$ cat config.mk
export PLATFORM = sky130hd
export DESIGN_NAME = id_ex_stage
export DESIGN_NICKNAME = d
export VERILOG_FILES = /design/src/rtl/id_ex_stage.sv
export SDC_FILE = /design/constraint.sdc
export NUM_CORES = 1
export LEC_CHECK = 0
export CAP_MARGIN = 20
export CORE_MARGIN = 3
export CORE_UTILIZATION = 25
export CTS_BUF_LIST = sky130_fd_sc_hd__clkbuf_4 sky130_fd_sc_hd__clkbuf_8
export DETAILED_ROUTE_END_ITERATION = 12
export MAX_ROUTING_LAYER = met4
export PLACE_DENSITY = 0.61
export SYNTH_ARGS = -nofsm -noshare
export SYNTH_HDL_FRONTEND = slang
export SYNTH_SLANG_ARGS = --single-unit
$ cat constraint.sdc
create_clock -name clk -period 2.1 [get_ports clk]
set_input_delay 0.42 -clock clk [delete_from_list [all_inputs] [get_ports clk]]
set_output_delay 0.42 -clock clk [all_outputs]
set_load 0.02 [all_outputs]
$ cat src/rtl/id_ex_stage.sv
// Decode-to-execute pipeline register with load-use hazard detection,
// EX operand forwarding selects and the architectural NZCV flags register.
module id_ex_stage #(
  parameter int WIDTH = 32,
  parameter int RADDR = 4
) (
  input  logic             clk,
  input  logic             rst,
  input  logic             reg_write_d,
  input  logic             mem_to_reg_d,
  input  logic             mem_write_d,
  input  logic             alu_src_d,
  input  logic             flags_write_d,
  input  logic [2:0]       alu_control_d,
  input  logic [WIDTH-1:0] rd1_d,
  input  logic [WIDTH-1:0] rd2_d,
  input  logic [WIDTH-1:0] ext_imm_d,
  input  logic [RADDR-1:0] ra1_d,
  input  logic [RADDR-1:0] ra2_d,
  input  logic [RADDR-1:0] wa3_d,
  input  logic             flush_e,
  input  logic [RADDR-1:0] wa3_m,
  input  logic [RADDR-1:0] wa3_w,
  input  logic             reg_write_m,
  input  logic             reg_write_w,
  input  logic [3:0]       alu_flags_e,
  output logic             reg_write_e,
  output logic             mem_to_reg_e,
  output logic             mem_write_e,
  output logic             alu_src_e,
  output logic             flags_write_e,
  output logic [2:0]       alu_control_e,
  output logic [WIDTH-1:0] rd1_e,
  output logic [WIDTH-1:0] rd2_e,
  output logic [WIDTH-1:0] ext_imm_e,
  output logic [RADDR-1:0] ra1_e,
  output logic [RADDR-1:0] ra2_e,
  output logic [RADDR-1:0] wa3_e,
  output logic             valid_e,
  output logic [3:0]       flags,
  output logic [1:0]       fwd_a_e,
  output logic [1:0]       fwd_b_e,
  output logic             stall_f,
  output logic             stall_d
);

  typedef struct packed {
    logic             valid;
    logic             reg_write;
    logic             mem_to_reg;
    logic             mem_write;
    logic             alu_src;
    logic             flags_write;
    logic [2:0]       alu_control;
    logic [WIDTH-1:0] rd1;
    logic [WIDTH-1:0] rd2;
    logic [WIDTH-1:0] ext_imm;
    logic [RADDR-1:0] ra1;
    logic [RADDR-1:0] ra2;
    logic [RADDR-1:0] wa3;
  } e_reg_t;

  e_reg_t     e_q, e_d;
  logic [3:0] flags_q, flags_d;
  logic       ldr_stall;
  logic       bubble;

  function automatic logic [1:0] fwd_sel(
    input logic             vld,
    input logic [RADDR-1:0] ra,
    input logic [RADDR-1:0] wm,
    input logic             we_m,
    input logic [RADDR-1:0] ww,
    input logic             we_w
  );
    logic [1:0] sel;
    sel = 2'b00;
    if (vld) begin
      if (we_m && (ra == wm))      sel = 2'b10;
      else if (we_w && (ra == ww)) sel = 2'b01;
    end
    return sel;
  endfunction

  // Spurious stalls are tolerated: both sources are compared even if unused.
  assign ldr_stall = e_q.valid & e_q.mem_to_reg &
                     ((ra1_d == e_q.wa3) | (ra2_d == e_q.wa3));
  assign bubble    = flush_e | ldr_stall;

  always_comb begin
    e_d = '0;
    if (!bubble) begin
      e_d.valid       = 1'b1;
      e_d.reg_write   = reg_write_d;
      e_d.mem_to_reg  = mem_to_reg_d;
      e_d.mem_write   = mem_write_d;
      e_d.alu_src     = alu_src_d;
      e_d.flags_write = flags_write_d;
      e_d.alu_control = alu_control_d;
      e_d.rd1         = rd1_d;
      e_d.rd2         = rd2_d;
      e_d.ext_imm     = ext_imm_d;
      e_d.ra1         = ra1_d;
      e_d.ra2         = ra2_d;
      e_d.wa3         = wa3_d;
    end
  end

  always_comb begin
    flags_d = flags_q;
    if (e_q.valid && e_q.flags_write) flags_d = alu_flags_e;
  end

  always_ff @(posedge clk or negedge rst) begin
    if (!rst) begin
      e_q     <= '0;
      flags_q <= '0;
    end else begin
      e_q     <= e_d;
      flags_q <= flags_d;
    end
  end

  assign reg_write_e   = e_q.reg_write;
  assign mem_to_reg_e  = e_q.mem_to_reg;
  assign mem_write_e   = e_q.mem_write;
  assign alu_src_e     = e_q.alu_src;
  assign flags_write_e = e_q.flags_write;
  assign alu_control_e = e_q.alu_control;
  assign rd1_e         = e_q.rd1;
  assign rd2_e         = e_q.rd2;
  assign ext_imm_e     = e_q.ext_imm;
  assign ra1_e         = e_q.ra1;
  assign ra2_e         = e_q.ra2;
  assign wa3_e         = e_q.wa3;
  assign valid_e       = e_q.valid;
  assign flags         = flags_q;
  assign stall_f       = ldr_stall;
  assign stall_d       = ldr_stall;
  assign fwd_a_e = fwd_sel(e_q.valid, e_q.ra1, wa3_m, reg_write_m, wa3_w, reg_write_w);
  assign fwd_b_e = fwd_sel(e_q.valid, e_q.ra2, wa3_m, reg_write_m, wa3_w, reg_write_w);

endmodule

==> flow_summary.json <==
{
  "status": "finished, final reports clean",
  "synth_flop_cell": "dfrtp_1",
  "synth_fp_nets": 441,
  "synth_cell_type_count": 15,
  "synth.top_cells.by_count": "dfrtp_1, nor3b_1, xnor2_1, clkbuf_1, buf_2",
  "coreArea_um2": 16820,
  "wl_mm": 13.89,
  "avgSynthCellArea_um2": 14.19,
  "grt_usage_pct": 15.09,
  "grt_overflow": 0,
  "synth_top_area_share_pct": 69.30,
  "grt_pass1_vias": 3945,
  "synth.most_common_cell": "dfrtp_1",
  "critical_path.slowest_cell": "dfrtp_1",
  "vias_per_cell": 4.300,
  "period_needed_ps": 2100,
  "yosysWarnings": 0,
  "firstDrtPassIters": 4,
  "power.density_nw_per_um2": 721.0,
  "synth-edff-count": 0,
  "crit_type": "register to output pin",
  "post-route-util_pct": 46.73,
  "root_buffer": "clkbuf_8",
  "ir_worst_vdd_mv": 0.4203,
  "critPathLaunchType": "register",
  "syn2layout_area_growth_pct": 79.90,
  "critical_path.top_delay_family": "simple AND/OR/NAND/NOR gates",
  "power.total_mw": 5.667,
  "max_stage_delay_ps": 410,
  "first_iter_violations": 124,
  "final.period_utilization_pct": 99.99,
  "max_slew.worst_pin.slew_ps": 642.2,
  "leakage_nw": 3.223,
  "required_ps": 1680,
  "crit_chain": "xor2_2 > nor4_4 > and2_1 > buf_6",
  "r2r-start": "wa3_e[0]",
  "drv_cap": 0,
  "yosysTopAreaCell": "dfrtp_1",
  "max_freq_mhz": 476.3,
  "dp_hpwl_mm": 9.866,
  "cts_tree": "done",
  "ios": 260,
  "critPathCaptureType": "output pin",
  "syn_inst": 308,
  "htree_levels": 4,
  "postCtsHoldBufs": 0,
  "ys_ff_latch": 121,
  "die_area_um2": 19100,
  "yosysSeqAreaShare_pct": 69.30,
  "register_area_um2": 3030,
  "rr_worst_depth": 6,
  "syn_area_um2": 4369,
  "whs_ps": 91.23,
  "nNetsFinal": 716,
  "grt_pass1_wl_mm": 21.98,
  "fin_skew_ps": 8.843,
  "vias": 3500,
  "cp.arrival_ps": 1680,
  "die_h_um": 138.2,
  "cts_buffers": 17,
  "ant_nets": 0,
  "drc": 0,
  "clk_path_buf_depth": 2,
  "diodes": 0,
  "hold_viol": 0,
  "clk_pin_slew_ps": 70,
  "finalWeightedCongestion": 0.8170,
  "rrSetupSlack_ps": 210,
  "antenna_found_initial": 0,
  "start_util_pct": 25.98,
  "finalSetupViolCount": 0,
  "worstPathMaxFanout": 2,
  "wire_per_inst_um": 17.06,
  "slew_headroom_pct": 57.18,
  "grt_max_degree": 122,
  "crit_buf_inv": 1,
  "hp-class": "input pin to async pin",
  "clk_latency_ps": 430,
  "drive_gt1_share_pct": 13.97,
  "fillers": 1564,
  "cts_sinks": 121,
  "port_buffers": 259,
  "ys_top_cells_by_area": "dfrtp_1, nor3b_1, xnor2_1",
  "place_area_um2": 7331,
  "final_cell_area_um2": 7860,
  "die_x_um": 138.2,
  "num_rows": 47,
  "multi_input_area_um2": 1356,
  "slew_violations": 0,
  "rsz0062_at_grt": "yes",
  "async_flop_share_pct": 100.0,
  "r2r-end": "rd2_e[31]"
}
-- timing repair --
action                     4_1_cts  5_1_grt
cloned                           0        0
pin swaps                        5        7
buffers inserted                 1        0
setup endpoints to repair        6        6
resized for setup               38       21
-- kinds of logic (layout without fill, tap and decap cells) --
kind of cell | Yosys count | in the layout | share of synthesized area (%)
AOI/OAI and AO/OA | 1 | 1 | 0.2005
DFF | 121 | 121 | 69.30
xor gates and xnor gates | 24 | 24 | 4.811
and+or+nand+nor | 132 | 132 | 21.82
muxes | 4 | 4 | 1.031
buffers and inverters | 26 | 312 | 2.835
-- power breakdown --
| group | switching, mW | internal, mW |
|---|---|---|
| Clock | 0.893 | 1.19 |
| Combinational | 0.465 | 0.597 |
| Sequential | 0.0554 | 2.47 |
-- sequential cells by signal (all words and copies together) (netlist names), 3 cells and up --
register,count
alu_control_e,3
rd2_e,32
ext_imm_e,32
ra2_e,4
rd1_e,32
wa3_e,4
ra1_e,4
flags,4
-- stage by stage --
stage | setup slack, ps | TNS, ps | cells
2_1_floorplan | 183.7 | 0 | 308
3_3_place_gp | -479.1 | -13710 | 783
3_5_place_dp | -530.0 | -19930 | 783
4_1_cts | -81.35 | -128.8 | 814
5_1_grt | -121.8 | -366.6 | 814
6_report | 0.2982 | 0 | 814
-- layout by cell type (no fill, tap or decap), types with 3 or more instances in the layout --
master           netlist  layout
buf_4                  4      24
dlygate4sd2_1          0       4
mux2_2                 4       4
buf_12                 0       4
clkdlybuf4s50_1        0     247
buf_6                  0       3
nand2_1                5       5
nor4_4                 0       3
xor2_2                 0       6
nor3b_1              116     116
xnor2_1               16      12
dfrtp_1              121     119
clkinvlp_4             0       3
clkbuf_8               0      21
xnor2_2                0       4
-- worst max-delay path by stage --
stage                      end     start  depth (start not counted)  slack [ps]
finish              fwd_b_e[1]  ra2_e[2]                          4         0.3
global placement    fwd_a_e[1]  wa3_m[2]                          5        -480
floorplan              stall_f  wa3_e[3]                          5         180
CTS                 fwd_a_e[0]  ra1_e[1]                          6         -80
detailed placement  fwd_a_e[1]  wa3_m[2]                          5        -530
global route        fwd_a_e[0]  ra1_e[3]                          5        -120
-- layer usage --
layer  vias up  part of all wire (%)  global-route usage [%]
met1      1730                    37                   16.04
met4         0                   3.1                   6.552
met2       151                    54                   26.03
met3        31                   5.1                   4.593
li1       1588                     -                       -
met5         -                     0                       -
-- area by class of cell --
| class | instances | share of cell area [%] |
|---|---|---|
| timing repair buffer | 282 | 35.64 |
| tap | 220 | 3.502 |
| clock buffer | 23 | 3.868 |
| sequential | 121 | 38.55 |
| multi-input combinational | 161 | 17.26 |
| clock inverter | 7 | 1.178 |
Power figures use the tool's default switching activity.
